[src/rtl/auth_verifier.sv]
// Challenge/response checker for the 128-bit NLFSR authentication core.
// Seeds and runs the generator, then Hamming-compares its response to a golden value.
module auth_verifier #(
  parameter int CHUNK_W        = 16,
  parameter int TIMEOUT_MARGIN = 16
) (
  input  logic         clk,
  input  logic         rst,
  input  logic         req,
  input  logic [127:0] challenge,
  input  logic [31:0]  cycle_in,
  input  logic [127:0] golden,
  input  logic [7:0]   threshold,
  output logic [127:0] gen_seed,
  output logic [31:0]  gen_cycle,
  output logic         gen_load,
  output logic         gen_cnt_load,
  output logic         gen_start_cnt,
  input  logic [127:0] gen_response,
  input  logic         gen_cnt_done,
  output logic         busy,
  output logic         done,
  output logic         pass,
  output logic [7:0]   hd,
  output logic         timeout_err
);

  localparam int NCH = 128 / CHUNK_W;
  localparam int IW  = (NCH > 1) ? $clog2(NCH) : 1;

  typedef enum logic [2:0] {
    IDLE, LOAD, RUN, CMP, REPORT, ABORT
  } state_t;

  state_t state, state_n;

  logic [127:0]       golden_reg;
  logic [127:0]       diff_reg;
  logic [7:0]         thr_reg;
  logic [7:0]         acc;
  logic [7:0]         acc_n;
  logic [7:0]         pc;
  logic [32:0]        wd;
  logic [32:0]        wd_lim;
  logic [IW-1:0]      idx;
  logic [CHUNK_W-1:0] chunk;
  logic               last_chunk;
  logic               wd_hit;

  // diff_reg shifts right each compare cycle, so the low slice is current
  assign chunk = diff_reg[CHUNK_W-1:0];

  always_comb begin
    pc = '0;
    for (int i = 0; i < CHUNK_W; i++)
      pc = pc + 8'(chunk[i]);
  end

  assign acc_n      = acc + pc;
  assign wd_lim     = {1'b0, gen_cycle} + 33'(TIMEOUT_MARGIN);
  assign wd_hit     = (wd == wd_lim);
  assign last_chunk = (idx == IW'(NCH - 1));

  always_comb begin
    state_n = state;
    unique case (state)
      IDLE:    if (req) state_n = LOAD;
      LOAD:    state_n = RUN;
      RUN: begin
        if (gen_cnt_done) state_n = CMP;
        else if (wd_hit)  state_n = ABORT;
      end
      CMP:     if (last_chunk) state_n = REPORT;
      REPORT:  state_n = IDLE;
      ABORT:   state_n = IDLE;
      default: state_n = IDLE;
    endcase
  end

  always_comb begin
    busy          = (state != IDLE);
    gen_load      = (state == LOAD);
    gen_cnt_load  = (state == LOAD);
    gen_start_cnt = (state == RUN);
    done          = (state == REPORT) || (state == ABORT);
  end

  always_ff @(posedge clk or posedge rst) begin
    if (rst) begin
      state       <= IDLE;
      gen_seed    <= '0;
      gen_cycle   <= '0;
      golden_reg  <= '0;
      thr_reg     <= '0;
      diff_reg    <= '0;
      wd          <= '0;
      acc         <= '0;
      idx         <= '0;
      pass        <= 1'b0;
      hd          <= '0;
      timeout_err <= 1'b0;
    end else begin
      state <= state_n;
      unique case (state)
        IDLE: begin
          if (req) begin
            gen_seed    <= challenge;
            gen_cycle   <= cycle_in;
            golden_reg  <= golden;
            thr_reg     <= threshold;
            pass        <= 1'b0;
            hd          <= '0;
            timeout_err <= 1'b0;
          end
        end
        LOAD: wd <= '0;
        RUN: begin
          wd <= wd + 33'd1;
          if (gen_cnt_done) begin
            diff_reg <= gen_response ^ golden_reg;
            acc      <= '0;
            idx      <= '0;
          end else if (wd_hit) begin
            timeout_err <= 1'b1;
          end
        end
        CMP: begin
          acc      <= acc_n;
          diff_reg <= diff_reg >> CHUNK_W;
          idx      <= idx + IW'(1);
          if (last_chunk) begin
            hd   <= acc_n;
            pass <= (acc_n <= thr_reg);
          end
        end
        default: ;
      endcase
    end
  end

endmodule

[config.mk]
export PLATFORM = sky130hd
export DESIGN_NAME = auth_verifier
export DESIGN_NICKNAME = d
export VERILOG_FILES = /design/src/rtl/auth_verifier.sv
export SDC_FILE = /design/constraint.sdc
export NUM_CORES = 1
export LEC_CHECK = 0
export ABC_AREA = 1
export BUFFER_PORTS_ARGS = -buffer_cell sky130_fd_sc_hd__buf_2
export CAP_MARGIN = 10
export CORE_AREA = 3 3 232 234
export CTS_BUF_LIST = sky130_fd_sc_hd__clkbuf_8
export DETAILED_ROUTE_END_ITERATION = 8
export DIE_AREA = 0 0 235 237
export GPL_TIMING_DRIVEN = 0
export PLACE_DENSITY = 0.64
export REMOVE_ABC_BUFFERS = 1
export SYNTH_ARGS = -nofsm -noshare
export SYNTH_HDL_FRONTEND = slang
export SYNTH_SLANG_ARGS = --single-unit
export TNS_END_PERCENT = 20
[constraint.sdc]
create_clock -name clk -period 22.1 [get_ports clk]
set_clock_uncertainty 0.1 [all_clocks]
set_input_delay 0 -clock clk [delete_from_list [all_inputs] [get_ports clk]]
set_output_delay 0 -clock clk [all_outputs]
set_load 0.1 [all_outputs]
==> metrics list, run 1 <==
* Status: aborted with a tool error
* Stopped at: clock tree synthesis
- First Err: [ERROR RSZ-0060] Max buffer count reached.
* Number of synthesized flops with an enable pin: 0
- For this design, the CTS-stage hold fixing added 789 buffers.
- Netlist cell types: 47
- In this run the cell area of the synthesized design comes to 0.02216 mm².
- Flip-flop and latch count after synthesis: 481
- Synthesis produced 2600 cells.
* Share of flip-flops with an asynchronous set or reset: 100.0%
- The number of setup buffers added after CTS is 0.
* Core Rows: 84
- Count of pins on the block boundary: 603
- The congestion estimate from routability-driven global placement came to 0.8265.
- The H-tree generated during clock tree synthesis spans 3 levels.
* Initial standard-cell utilization of the core: 42.42%
* Clock tree sinks: 481
- Top FF cell, synth: sky130_fd_sc_hd__dfrtp_1
- Die span in y: 237 µm
- Horiz. Die Dim: 235 µm
- Worst-case clock buffer depth: 3
* Sequential element share of the synthesized area: 54.32%
- PortBufs: 602
- Gates resized during post-CTS repair numbered 0.
- The Yosys step of the flow raised 0 warnings.
- Synth Area per Inst: 8.522 µm²
* TritonCTS buffer count: 86
- Post-detail-place hpwl: 47.41 mm
- Clock root cell: sky130_fd_sc_hd__clkbuf_8
[through the flow]
step                      hold WS (ns)  util [%]  cells  cell area, µm²  worst slack [ns]
after detailed placement       0.01529     49.80   3793           26010             16.87
after global placement          0.1001     48.96   3776           25570            -24.38
after floorplan                0.01661         -   2486           21700            -1.694
[synth_stat cells (2+ instances only)]
library cell,n,share of area [%]
sky130_fd_sc_hd__ha_1,20,1.1
sky130_fd_sc_hd__nor2_2,11,0.31
sky130_fd_sc_hd__inv_2,3,0.051
sky130_fd_sc_hd__inv_1,126,2.1
sky130_fd_sc_hd__nor3_1,9,0.20
sky130_fd_sc_hd__xor2_1,31,1.2
sky130_fd_sc_hd__o21bai_1,3,0.10
sky130_fd_sc_hd__a31oi_1,4,0.11
sky130_fd_sc_hd__dfrtp_1,481,54
sky130_fd_sc_hd__fa_1,12,1.1
sky130_fd_sc_hd__o21ai_1,3,0.068
sky130_fd_sc_hd__buf_1,9,0.15
sky130_fd_sc_hd__o31ai_1,2,0.068
sky130_fd_sc_hd__o22ai_1,15,0.42
sky130_fd_sc_hd__o221ai_1,10,0.40
sky130_fd_sc_hd__a22o_1,2,0.079
sky130_fd_sc_hd__nand2_2,10,0.28
sky130_fd_sc_hd__clkinv_1,3,0.051
sky130_fd_sc_hd__nor3_2,3,0.14
sky130_fd_sc_hd__nand3_1,50,1.1
sky130_fd_sc_hd__nor2_4,7,0.36
sky130_fd_sc_hd__a221oi_1,4,0.16
sky130_fd_sc_hd__a21oi_1,17,0.38
sky130_fd_sc_hd__buf_4,3,0.10
sky130_fd_sc_hd__clkbuf_1,86,1.5
sky130_fd_sc_hd__or2_2,2,0.056
sky130_fd_sc_hd__o31a_1,2,0.079
sky130_fd_sc_hd__a211oi_1,4,0.14
sky130_fd_sc_hd__nand4_1,14,0.40
sky130_fd_sc_hd__o21ai_0,59,1.3
sky130_fd_sc_hd__o211ai_1,91,3.1
sky130_fd_sc_hd__nor2_1,73,1.2
sky130_fd_sc_hd__nand2_1,1262,21
sky130_fd_sc_hd__nor4_1,4,0.11
sky130_fd_sc_hd__nand3b_1,4,0.14
sky130_fd_sc_hd__buf_2,16,0.36
sky130_fd_sc_hd__xnor2_1,135,5.3
[cell families after synthesis]
logic type	Yosys count	synth area share, %
muxes	1	0.04518
xor gates and xnor gates	166	6.562
DFF	481	54.32
AOI/OAI and AO/OA	219	6.533
adders and majority gates	32	2.214
buffers and inverters	246	4.309
and+or+nand+nor	1455	26.02
==> run 2, diff against run 1 <==
--- a/config.mk
+++ b/config.mk
@@ -8,12 +8,11 @@
 export ABC_AREA = 1
 export BUFFER_PORTS_ARGS = -buffer_cell sky130_fd_sc_hd__buf_2
 export CAP_MARGIN = 10
-export CORE_AREA = 3 3 232 234
-export CTS_BUF_LIST = sky130_fd_sc_hd__clkbuf_8
+export CORE_MARGIN = 3
+export CORE_UTILIZATION = 33
 export DETAILED_ROUTE_END_ITERATION = 8
-export DIE_AREA = 0 0 235 237
 export GPL_TIMING_DRIVEN = 0
-export PLACE_DENSITY = 0.64
+export PLACE_DENSITY_LB_ADDON = 0.15
 export REMOVE_ABC_BUFFERS = 1
 export SYNTH_ARGS = -nofsm -noshare
 export SYNTH_HDL_FRONTEND = slang
==> run 2 against run 1 <==
Compared with the run above:
- the run now ends clean
- synthesized area unchanged
- synthesized cell count unchanged
==> metrics list, run 2 <==
* Final setup TNS: 0 ns
- Core Rows: 94 (+12%)
- First-pass GRT wire length: 118.2 mm
- The worst setup path is captured at a flip-flop.
- The register bit count reported by yosys was 481 (unchanged).
* Area of the die: 0.07029 mm²
- Arrival time of the worst setup path: 5.63 ns
- Final routed DRC violation total: 0
- Top FF cell, synth: sky130_fd_sc_hd__dfrtp_1
- Leading cell type in the layout, fill and taps excluded: sky130_fd_sc_hd__nand2_1
- The final hold violation count was 0.
- Number of pins exceeding their max-slew limit in the final report: 0
- In this run the worst setup path begins at diff_reg[0]$_DFFE_PP0P_.
* Area fraction in compound gates after synthesis: 6.533% (unchanged)
- Highest attainable clock frequency: 0.1919 GHz
* Clock slew seen by the registers of the worst setup and hold paths: 0.06 ns
- Share of flip-flops with an asynchronous set or reset: 100.0% (unchanged)
- Setup violations, final: 0
- The final RePlAce weighted congestion came to 0.8423 (+1.9%).
- In this run the power spent charging and discharging nets is 2.750 mW.
- The worst register-to-register path begins at diff_reg[0]$_DFFE_PP0P_.
- Cell repeated most along the worst path: sky130_fd_sc_hd__fa_1
- Top area cells in the synthesized netlist: sky130_fd_sc_hd__dfrtp_1 (54%), sky130_fd_sc_hd__nand2_1 (21%), sky130_fd_sc_hd__xnor2_1 (5.3%)
- The overall die width was 265.1 µm (+13%).
* Std-Cell Core Area: 0.06610 mm²
- Worst-case clock buffer depth: 3 (unchanged)
* Sequential cell area: 0.01204 mm²
* Mux share of post-synthesis cell area: 0.04517% (unchanged)
- Status: finished clean
* Clock root cell: sky130_fd_sc_hd__clkbuf_16
* Area share of xor/xnor cells in the synthesized design: 6.562% (unchanged)
* Number of violations reported at the end of detailed-routing iteration 0: 1251
- The worst path uses 23.58% of the clock period.
- After synthesis, the largest family of logic cells by area is simple AND/OR/NAND/NOR gates.
* Final design utilization: 50.19%
* Layout filler cell count: 6152
- Number of resized instances in the post-cts repair step: 0 (unchanged)
- Power Density: 162.6 mW/mm²
* Worst min-delay path category: in -> reg
* Clock H-tree levels: 2 (-1)
- Post-detail-place hpwl: 49.43 mm (+4.3%)
- Cells with a size suffix above 1 make up 20.24% of the layout.
- For this design the static power due to leakage is 16.50 nW.
- All-Layer GR Usage: 20.66%
* Synthesized netlist cell count: 2600 (unchanged)
- Yosys top cell area share: 54.32% (unchanged)
- Fraction of the mapped netlist area in simple logic gates: 26.02% (unchanged)
- Die span in y: 265.1 µm (+12%)
- CP top delay family: adder cells
- Startpoint type of the worst setup path: flip-flop
- The number of port buffers was 602 (unchanged).
- The top cell types in the final layout, fill and taps aside, are sky130_fd_sc_hd__nand2_1 (1262), sky130_fd_sc_hd__buf_2 (602), sky130_fd_sc_hd__dlygate4sd3_1 (504), sky130_fd_sc_hd__dfrtp_1 (481), sky130_fd_sc_hd__xnor2_1 (135).
- Among all cell types in the netlist, the one instantiated most often is sky130_fd_sc_hd__nand2_1.
- Warnings from Yosys: 0 (unchanged)
- At the later pin of the worst-skew pair, clock insertion delay measures 0.59 ns.
- Synth Area per Inst: 8.522 µm² (unchanged)
- Number of global-route vias before repair: 22150
- The part of the Yosys area used for sequential elements came to 54.32% (unchanged).
- Proportion of power drawn by combinational gates: 54.7%
- Slowest cell on the critical path: sky130_fd_sc_hd__fa_1
- Number of synthesized flops with an enable pin: 0 (unchanged)
- Sequential group share of total power: 28.2%
* Final min period: 5.210 ns
- Net switching share of the total power: 50.98%
* Net count of the finished layout: 4128
* Largest net degree at the start of global routing: 150
- Critical path fanouts, max: 2
* Routed wire length: 73.54 mm
* Netlist cell types: 47 (unchanged)
- Max-cap violations: 0
- Top cell type by total area after synthesis: sky130_fd_sc_hd__dfrtp_1
- The area of the mapped netlist is 0.02216 mm² (unchanged).
- The area share of fa/ha/maj cells after synthesis was 2.214% (unchanged).
- After synthesis, the most frequently instantiated cells are sky130_fd_sc_hd__nand2_1 (1262), sky130_fd_sc_hd__dfrtp_1 (481), sky130_fd_sc_hd__xnor2_1 (135), sky130_fd_sc_hd__inv_1 (126), sky130_fd_sc_hd__o211ai_1 (91).
- The initial core utilization is 33.52% (-8.9 points).
- VDD sags by at most 0.1573 mV.
- Routed via count: 21040
* Required time of the critical path: 22.52 ns
- # Post-CTS Setup Buffers: 0 (unchanged)
- Via density per instance: 4.593
* Number of routed nets with antenna violations: 0
* Multi-input logic area: 0.009179 mm²
- By startpoint and endpoint, the worst setup path is classified as reg -> reg.
* Area overhead of the layout relative to synthesis: 49.73%
- Part of the total power dissipated in the clock network: 17.1%
* TritonCTS buffer count: 55 (-36%)
* Router iterations before antenna repair: 5
- Actual transition at the worst max-transition pin: 1.038 ns
* Launch point of the worst hold path: challenge[22]
* RSZ-0062 raised after global routing: false
- The worst pin sits at a relative slew slack of 30.62%.
* Routed length per instance: 16.06 µm
* Global route overflow: 0
- CP Cell Sequence: fa_1, inv_1, fa_1, fa_1, fa_1, fa_1, fa_1, o21ai_0, nand2_1, a21oi_1, xor2_1, ha_1, nand2_1, inv_1, nand2_1, o41ai_1, nand3_1, nand2_1
- CTS tree: done
- Number of antenna violations at the first check in global routing: 8
* WP buf/inv: 2
* Clock tree sinks: 481 (unchanged)
* Largest stage delay on the critical path: 0.54 ns
- Count of pins on the block boundary: 603 (unchanged)
- Internal power: 2.644 mW
-- run 2: cell counts after synthesis --
Identical to the previous run, type by type.
-- run 2: cells by family (layout without fill, tap and decap cells) --
group,count (synthesis),after routing
muxes,1,1
AOI/OAI and AO/OA,219,219
adders and majority gates,32,32
and+or+nand+nor,1455,1455
buffers and inverters,246,1356
xor gates and xnor gates,166,166
other,0,6
DFF,481,481
-- run 2: what timing repair did --
action | 4_1_cts | 5_1_grt
hold endpoints to repair | 668 | 0
hold buffers | 504 | 0
endpoints found under the setup margin | 0 | 0
-- run 2: power groups by stage --
stage / clock, mW / sequential [mW] / combinational, mW
floorplan: 0 / 2.51 / 1.26
global placement: 0 / 1.52 / 2.92
detailed placement: 0 / 1.53 / 2.88
CTS: 0.952 / 1.52 / 2.98
global route: 0.991 / 1.57 / 3.22
finish: 0.921 / 1.52 / 2.95
-- run 2: final cells by class --
cell class | count | area share [%]
diodes | 6 | 0.04526
repair buffers | 1125 | 25.66
inverters | 132 | 1.561
multi-input cells | 1873 | 27.67
clock inverters | 9 | 0.3809
well taps | 864 | 3.258
flip-flops and latches | 481 | 36.28
clock buffers | 90 | 5.148
-- run 2: path summary, 6_finish.rpt --
| kind | end | slack [ns] | cells past startpoint |
|---|---|---|---|
| max | pass$_DFFE_PP0P_ | 16.89 | 18 |
| min | gen_seed[22]$_DFFE_PP0P_ | 0.04 | 4 |
| max reg2reg | pass$_DFFE_PP0P_ | 16.89 | 18 |
| min reg2reg | gen_seed[108]$_DFFE_PP0P_ | 0.36 | 2 |
| max in group asynchronous | golden_reg[47]$_DFFE_PP0P_ | 19.88 | 6 |
| min in group asynchronous | gen_seed[117]$_DFFE_PP0P_ | 0.50 | 4 |
-- run 2: worst min-delay path: cells and delay by family --
family	cells	cell delay [ns]
buf+inv	2	0.60
simple gates	2	0.09
-- run 2: through the flow --
step                worst slack, ns  instance area, µm²  hold WS [ns]  std cells  power, mW
finish                        16.89               33180       0.04157       4580      5.394
CTS                           16.82               33160     0.0002170       4574      5.449
floorplan                    -1.694               21700       0.01661       2486      3.773
global route                  16.60               33170       0.01916       4578      5.784
global placement             -27.70               25790        0.1003       3952      4.446
detailed placement            16.84               26280      -0.02335       3971      4.402
-- run 2: layer usage --
| layer | vias to the layer above | part of all wire, % | global-route usage (%) |
|---|---|---|---|
| li1 | 10320 | - | - |
| met1 | 9993 | 43 | 26.25 |
| met2 | 573 | 49 | 36.04 |
| met3 | 147 | 4.9 | 3.718 |
| met4 | 4 | 3.0 | 6.169 |
| met5 | - | 0.041 | 0 |
(Power assumes the default switching activity.)
==> run 3, diff against run 2 <==
==> constraint.sdc (replaced) <==
create_clock -name clk -period 4.4 [get_ports clk]
set_clock_uncertainty 0.1 [all_clocks]
set_input_delay 0 -clock clk [delete_from_list [all_inputs] [get_ports clk]]
set_output_delay 0 -clock clk [all_outputs]
set_load 0.1 [all_outputs]
==> run 3 against run 2 <==
Compared with the run above:
- die area did not move
- via count did not move
- first-iteration DRC count rose by 1.9%
- maximum frequency rose by 10%
- largest cell class unchanged
- critical path type unchanged
- design area barely moved
- non-clock buffer count did not move
- sequential power rose to 5.0 times the previous value
- combinational power rose to 5.1 times the previous value
- hold slack got worse by 0.00069 ns
- global-route usage did not move
- the run now ends with setup timing left
==> metrics list, run 3 (same netlist as run 2, synthesis figures left out) <==
* Final design instance area without fill: 0.03320 mm² (about the same)
- The met2 demand-to-capacity share in global routing is 36.06% (about the same).
- Number of global-route vias before repair: 22160 (+0.032%)
- Clock H-tree levels: 2 (unchanged)
- The via count of the routed design is 21040 (unchanged).
- Leaving out fill and tap cells, the most frequent cell in the layout is sky130_fd_sc_hd__nand2_1.
- Cell repeated most along the worst path: sky130_fd_sc_hd__fa_1
* Worst hold-check slack: 0.04088 ns (-0.0006923 ns)
- CP Class: reg -> reg
- The number of antenna violations at the first check in global routing was 8 (unchanged).
- The pin count of the biggest net entering global routing came to 150 (unchanged).
- The worst vdd rail ir drop was 0.8912 mV (+470%).
- The floorplan core area was 0.06610 mm² (unchanged).
- PortBufs: 602 (unchanged)
- The number of standard-cell rows in the floorplan came to 94 (unchanged).
* CTS tree: done
- The max-capacitance violation count came to 0 (unchanged).
- The layout net count came to 4128 (unchanged).
- Number of pins exceeding their max-slew limit in the final report: 0 (unchanged)
* Routed wire length: 73.55 mm (about the same)
* Required time of the critical path: 4.78 ns (-17.74 ns)
* Final routed DRC violation total: 0 (unchanged)
- Die span in y: 265.1 µm (unchanged)
- In the layout the commonest cells are sky130_fd_sc_hd__nand2_1 (1261), sky130_fd_sc_hd__buf_2 (602), sky130_fd_sc_hd__dlygate4sd3_1 (503), sky130_fd_sc_hd__dfrtp_1 (481), sky130_fd_sc_hd__xnor2_1 (135).
- Actual transition at the worst max-transition pin: 1.026 ns (-0.01135 ns)
- Via density per instance: 4.592 (about the same)
* Busiest layer in global routing: met2
- Setup violations, final: 1 (+1)
- Clock root cell: sky130_fd_sc_hd__clkbuf_16
- The routing usage on met3 is 3.718% (unchanged).
* Part of the cycle the worst path needs: 107.6% (+84 points)
- The global routing usage summed across all routing layers is 20.66% (unchanged).
- Routed length per instance: 16.06 µm (about the same)
- The area growth from synthesis to layout came to 49.85% (about the same).
- Placer Congestion: 0.8423 (unchanged)
- Worst-case clock buffer depth: 3 (unchanged)
- Violated checks: setup timing
* Power Density: 822.9 mW/mm² (+410%)
- Final design utilization: 50.23% (about the same)
- The global-route track usage on met1 came to 26.24% (about the same).
- The highest fanout seen on the critical path was 2 (unchanged).
- Clock tree sinks: 481 (unchanged)
- The filler cell count in the final layout is 6146 (-0.098%).
- The worst setup path is captured at a flip-flop.
- Cell Count, Final, Fillers Out: 4581 (+0.022%)
* Highest attainable clock frequency: 0.2113 GHz (+10%)
* Placed cell area: 0.02628 mm² (unchanged)
* Area of the die: 0.07029 mm² (unchanged)
- Largest stage delay on the critical path: 0.56 ns (+0.02 ns)
* Horiz. Die Dim: 265.1 µm (unchanged)
* First-pass GRT wire length: 118.2 mm (about the same)
* Number of routed nets with antenna violations: 0 (unchanged)
* Share of layout cells above drive strength 1: 20.54% (+0.30 points)
- The number of top-level design ports came to 603 (unchanged).
* Worst min-delay path category: in -> reg
* Setup ws final: -0.3333 ns (-17.22 ns)
- Final min period: 4.733 ns (-0.4770 ns)
* Router iterations before antenna repair: 5 (unchanged)
- The number of instances in the placed design was 3971 (unchanged).
* Worst-skew pair later-pin latency: 0.59 ns (about the same)
- The placed wire-length estimate after detailed placement came to 49.43 mm (unchanged).
- Worst slew margin relative to its limit: 31.38% (+0.76 points)
* Slowest cell on the critical path: sky130_fd_sc_hd__fa_1
- The total congestion overflow after global routing is 0 (unchanged).
- Final setup TNS: -0.3333 ns (-0.3333 ns)
- The worst endpoint data arrival time was 5.11 ns (-0.52 ns).
- Startpoint type of the worst setup path: flip-flop
- The standby leakage power was 16.50 nW (about the same).
- RSZ-0062 raised after global routing: true
- CP Cell Sequence: fa_1, inv_2, fa_1, fa_1, fa_1, fa_2, fa_2, o21ai_2, nand2_1, a21oi_2, xor2_1, ha_1, nand2_1, inv_2, nand2_2, o211ai_1, o41ai_2, nand3_1, nand2_1
* Final hold violation count: 0 (unchanged)
- The clock input transition at the sequential cells of the worst setup and hold paths is 0.06 ns (about the same).
- Status: complete, but fails checks
- The initial core utilization is 33.52% (unchanged).
- The post-placement setup slack came to -0.8605 ns (-17.70 ns).
- The number of buffers inserted during clock tree synthesis was 55 (unchanged).
- Number of violations reported at the end of detailed-routing iteration 0: 1275 (+1.9%)
- Total chip power: 27.32 mW (+410%)
run 3: worst paths after layout:
path / end / startpoint / depth (start not counted) / slack [ns]
worst min register to register: gen_seed[108]$_DFFE_PP0P_ / gen_seed[108]$_DFFE_PP0P_ / 2 / 0.36
worst max register to register: pass$_DFFE_PP0P_ / diff_reg[1]$_DFFE_PP0P_ / 19 / -0.33
max in group asynchronous: diff_reg[30]$_DFFE_PP0P_ / rst / 6 / 2.17
min in group asynchronous: gen_seed[117]$_DFFE_PP0P_ / rst / 4 / 0.50
worst min-delay path: gen_seed[22]$_DFFE_PP0P_ / challenge[22] / 4 / 0.04
worst max-delay path: pass$_DFFE_PP0P_ / diff_reg[1]$_DFFE_PP0P_ / 19 / -0.33
run 3: area by class of cell:
class                   count  area, µm²  area share [%]
clock buffers              90       1708           5.144
flip-flops and latches    481      12040           36.25
inverters                 132      518.0           1.560
diodes                      7      17.52         0.05276
multi-input cells        1873       9205           27.72
clock inverters             9      126.4          0.3806
repair buffers           1125       8511           25.63
well taps                 864       1081           3.256
run 3: layer usage:
metal	routed length (µm)	vias to the layer above
li1	-	10330
met1	31400	10010
met2	36460	551
met3	3493	141
met4	2173	4
met5	30	-
run 3: power by group:
group | total, mW | switching (mW) | internal [mW]
clock network | 4.63 | 1.83 | 2.80
registers | 7.64 | 1.26 | 6.38
logic | 15.1 | 10.9 | 4.21
total | 27.3 | 13.9 | 13.4
run 3: critical path, delay by kind of cell (launching register included):
kind / cells / cell delay (ns)
AO/OA/AOI/OAI: 4 / 0.61
buffers and inverters: 2 / 0.10
flip-flops: 1 / 0.40
AND/OR/NAND/NOR: 5 / 0.32
adder cells (fa/ha/maj): 7 / 3.01
XOR/XNOR: 1 / 0.10
run 3: what timing repair did:
item	4_1_cts	5_1_grt
endpoints found under the setup margin	3	1
hold buffers	503	0
gates resized for setup	11	2
pin swaps	3	3
setup buffers	1	0
endpoints found under the hold margin	668	0
==> run 4, diff against run 3 <==
--- a/config.mk
+++ b/config.mk
@@ -8,9 +8,9 @@
 export ABC_AREA = 1
 export BUFFER_PORTS_ARGS = -buffer_cell sky130_fd_sc_hd__buf_2
 export CAP_MARGIN = 10
-export CORE_MARGIN = 3
-export CORE_UTILIZATION = 33
+export CORE_AREA = 3 3 233 235
 export DETAILED_ROUTE_END_ITERATION = 8
+export DIE_AREA = 0 0 236 238
 export GPL_TIMING_DRIVEN = 0
 export PLACE_DENSITY_LB_ADDON = 0.15
 export REMOVE_ABC_BUFFERS = 1
==> run 4 against run 3 <==
Compared with the run above:
- the flow still finishes with violations (setup timing)
- first-iteration DRC count grew 10%
- maximum frequency shrank 4.2%
- clock power shrank 4%
- routed wire length grew 4.1%
- clock-buffer cell count shrank 8
- register-to-register slack lost 0.21 ns
- final cell count shrank 3.0%
- die area shrank 20%
- global-route usage grew 6.2 points
- design area grew 0.27%
==> metrics list, run 4 (same netlist as run 2, synthesis figures left out) <==
* Status: complete, but fails checks
- Routed length per instance: 17.23 µm (+7.3%)
- The standby leakage power is 16.53 nW (+0.17%).
- The via count of the first global-routing pass was 23140 (+4.4%).
- Arrival time of the worst setup path: 5.31 ns (+0.20 ns)
- In this run the clock root is driven by a sky130_fd_sc_hd__clkbuf_16.
- Multi-input logic area: 0.009215 mm² (+0.11%)
- Clock tree sinks: 481 (unchanged)
- Setup violations, final: 1 (unchanged)
- The post-route minimum period was 4.941 ns (+0.2075 ns).
- The final RePlAce weighted congestion was 0.8315 (-1.3%).
- The layout net count is 4162 (+0.82%).
- The number of top-level design ports came to 603 (unchanged).
* Worst slack after detailed placement: -0.9574 ns (-0.09692 ns)
* Leading cell type in the layout, fill and taps excluded: sky130_fd_sc_hd__nand2_1
- In this run the critical register-to-register path is captured at pass$_DFFE_PP0P_.
- The count of cells along the worst hold path came to 4 (unchanged).
* Routed wire length: 76.57 mm (+4.1%)
- Net Switching: 14.17 mW (+1.7%)
- PortBufs: 602 (unchanged)
- Clock slew seen by the registers of the worst setup and hold paths: 0.06 ns (about the same)
- The clock latency at the later pin of the worst-skew pair is 0.59 ns (about the same).
- The switching portion of total power was 51.68% (+0.69 points).
* Number of routed nets with antenna violations: 0 (unchanged)
* Startpoint type of the worst setup path: flip-flop
- The number of cells on the worst reg-to-reg path was 19 (unchanged).
- Std-Cell Core Area: 0.05245 mm² (-21%)
- Worst reg2reg setup slack: -0.54 ns (-0.21 ns)
* Sequential cell area: 0.01204 mm² (unchanged)
- TritonCTS built the clock tree.
* Horiz. Die Dim: 236 µm (-11%)
- Internal power: 13.25 mW (-1.1%)
* Worst IR drop on VDD: 0.8813 mV (-1.1%)
- First-pass GRT wire length: 122.6 mm (+3.8%)
- Violated checks: setup timing
* Final routed DRC violation total: 0 (unchanged)
- The total negative slack came to -0.5409 ns (-0.2075 ns).
- The total setup buffers inserted after CTS is 0 (-1).
- The share of total power in the clock network was 16.2% (-0.7 points).
* Kind of end point of the critical path: flip-flop
* Share of layout cells above drive strength 1: 20.19% (-0.35 points)
* Setup ws final: -0.5409 ns (-0.2075 ns)
- The y dimension of the die came to 238 µm (-10%).
- Number of violations reported at the end of detailed-routing iteration 0: 1405 (+10%)
- Max-cap violations: 0 (unchanged)
- The pin count of the biggest net entering global routing came to 120 (-20%).
* Proportion of power drawn by combinational gates: 55.8% (+0.7 points)
* Launch point of the worst hold path: challenge[59]
- Global route overflow: 0 (unchanged)
* Required time of the critical path: 4.77 ns (about the same)
- The highest clock rate was 0.2024 GHz (-4.2%).
- Area of the die: 0.05617 mm² (-20%)
- Final hold violation count: 0 (unchanged)
- Area overhead of the layout relative to synthesis: 50.25%
* Min-Delay Endpoint: gen_seed[59]$_DFFE_PP0P_
- The global routing usage summed across all routing layers was 26.86% (+6.2 points).
- The number of H-tree levels is 2 (unchanged).
* Number of pins exceeding their max-slew limit in the final report: 0 (unchanged)
- Setup repair after global routing could not meet its margin everywhere.
* Most frequent cells in the layout: sky130_fd_sc_hd__nand2_1 (1261), sky130_fd_sc_hd__buf_2 (602), sky130_fd_sc_hd__dlygate4sd3_1 (540), sky130_fd_sc_hd__dfrtp_1 (481), sky130_fd_sc_hd__xnor2_1 (135)
- The filler cell count in the final layout was 4218 (-31%).
* Worst-case clock buffer depth: 3 (unchanged)
* Router iterations before antenna repair: 5 (unchanged)
- Number of antenna violations at the first check in global routing: 15 (+7)
- The number of buffers inserted during clock tree synthesis came to 53 (-3.6%).
- Sequential group share of total power: 28.0% (about the same)
- Worst slew margin relative to its limit: 26.32% (-5.1 points)
- Initial standard-cell utilization of the core: 42.25% (+8.7 points)
- Actual transition at the worst max-transition pin: 1.101 ns (+0.07468 ns)
- Via density per instance: 4.919 (+7.1%)
* Power Density: 823.5 mW/mm² (about the same)
- Routed via count: 21860 (+3.9%)
* Worst R2R Start: diff_reg[0]$_DFFE_PP0P_
* Post-detail-place hpwl: 48.62 mm (-1.6%)
* Worst min-delay path category: in -> reg
- Critical path fanouts, max: 2 (unchanged)
- The setup path with the least slack is of type reg -> reg.
* Core Rows: 84 (-11%)
- The share of the cycle needed by the critical path after routing was 112.3% (+4.7 points).
run 4: cell types whose count changed in the layout (fill, tap and decap cells not counted), moves of 2 or more:
| cell | delta |
|---|---|
| sky130_fd_sc_hd__dlygate4sd3_1 | +37 |
| sky130_fd_sc_hd__diode_2 | +10 |
| sky130_fd_sc_hd__clkbuf_8 | -4 |
| sky130_fd_sc_hd__clkbuf_1 | -3 |
| sky130_fd_sc_hd__inv_1 | +3 |
| sky130_fd_sc_hd__inv_2 | -3 |
| sky130_fd_sc_hd__clkinvlp_4 | +2 |
| sky130_fd_sc_hd__inv_6 | -2 |
| sky130_fd_sc_hd__o21ai_0 | -2 |
| sky130_fd_sc_hd__o21ai_1 | +2 |
run 4: timing repair:
item                       in CTS  in global routing
setup endpoints to repair       3                  4
pin swaps                       3                  1
hold endpoints to repair      574                  0
gates resized for setup         9                  4
hold buffers                  540                  0
run 4: power groups by stage:
stage / Clock (mW) / Combinational, mW / Sequential, mW
after floorplan: 0 / 6.34 / 12.6
after global placement: 0 / 14.6 / 7.79
after detailed placement: 0 / 14.4 / 7.66
after CTS: 4.56 / 15.3 / 7.63
after global routing: 4.73 / 16.6 / 7.91
final: 4.44 / 15.3 / 7.68
run 4: worst max path at each step:
stage	slack, ns	start	cells past startpoint	endpoint
detailed placement	-0.96	diff_reg[0]$_DFFE_PP0P_	18	pass$_DFFE_PP0P_
finish	-0.54	diff_reg[0]$_DFFE_PP0P_	19	pass$_DFFE_PP0P_
global placement	-43.34	state[0]$_DFFE_PP0P_	7	hd[1]$_DFFE_PP0P_
CTS	-0.58	diff_reg[0]$_DFFE_PP0P_	19	pass$_DFFE_PP0P_
floorplan	-19.39	state[0]$_DFFE_PP0P_	8	hd[3]$_DFFE_PP0P_
global route	-0.85	diff_reg[0]$_DFFE_PP0P_	19	pass$_DFFE_PP0P_
run 4: worst max-delay path, stage by stage, from the launching register on:
cell	delay, ns
sky130_fd_sc_hd__dfrtp_1	0.40
sky130_fd_sc_hd__fa_1	0.55
sky130_fd_sc_hd__inv_1	0.06
sky130_fd_sc_hd__fa_1	0.45
sky130_fd_sc_hd__fa_1	0.54
sky130_fd_sc_hd__fa_1	0.44
sky130_fd_sc_hd__fa_2	0.38
sky130_fd_sc_hd__fa_2	0.38
sky130_fd_sc_hd__o21ai_2	0.16
sky130_fd_sc_hd__nand2_1	0.08
sky130_fd_sc_hd__a21oi_2	0.14
sky130_fd_sc_hd__xor2_1	0.09
sky130_fd_sc_hd__ha_1	0.28
sky130_fd_sc_hd__nand2_1	0.04
sky130_fd_sc_hd__inv_1	0.07
sky130_fd_sc_hd__nand2_2	0.07
sky130_fd_sc_hd__o211ai_1	0.27
sky130_fd_sc_hd__o41ai_4	0.15
sky130_fd_sc_hd__nand3_1	0.09
sky130_fd_sc_hd__nand2_1	0.07
run 4: layout make-up:
type	instances	share of cell area, %
clock inverter	11	0.3721
inverter	132	1.548
antenna	17	0.1278
tap	688	2.586
clock buffer	82	4.856
timing repair buffer	1161	26.68
multi-input combinational	1873	27.68
sequential	481	36.15
run 4: per-stage QoR:
| step | util (%) | power [mW] | hold WS, ns | cell area (µm²) | std cells |
|---|---|---|---|---|---|
| finish | 63.48 | 27.42 | 0.03727 | 33290 | 4445 |
| global route | 63.46 | 29.26 | 0.02214 | 33280 | 4440 |
| CTS | 63.39 | 27.47 | 0.0006168 | 33250 | 4428 |
| detailed placement | 49.70 | 22.08 | -0.01616 | 26070 | 3795 |
| global placement | 48.76 | 22.43 | 0.09955 | 25570 | 3776 |
| floorplan | - | 18.95 | 0.01661 | 21700 | 2486 |
run 4: per-layer routing:
metal  part of all wire (%)  global-route usage, %
met4                    4.1                  11.15
met3                    5.2                  4.646
met5                  0.037                      0
met2                     50                  46.69
met1                     40                  33.23
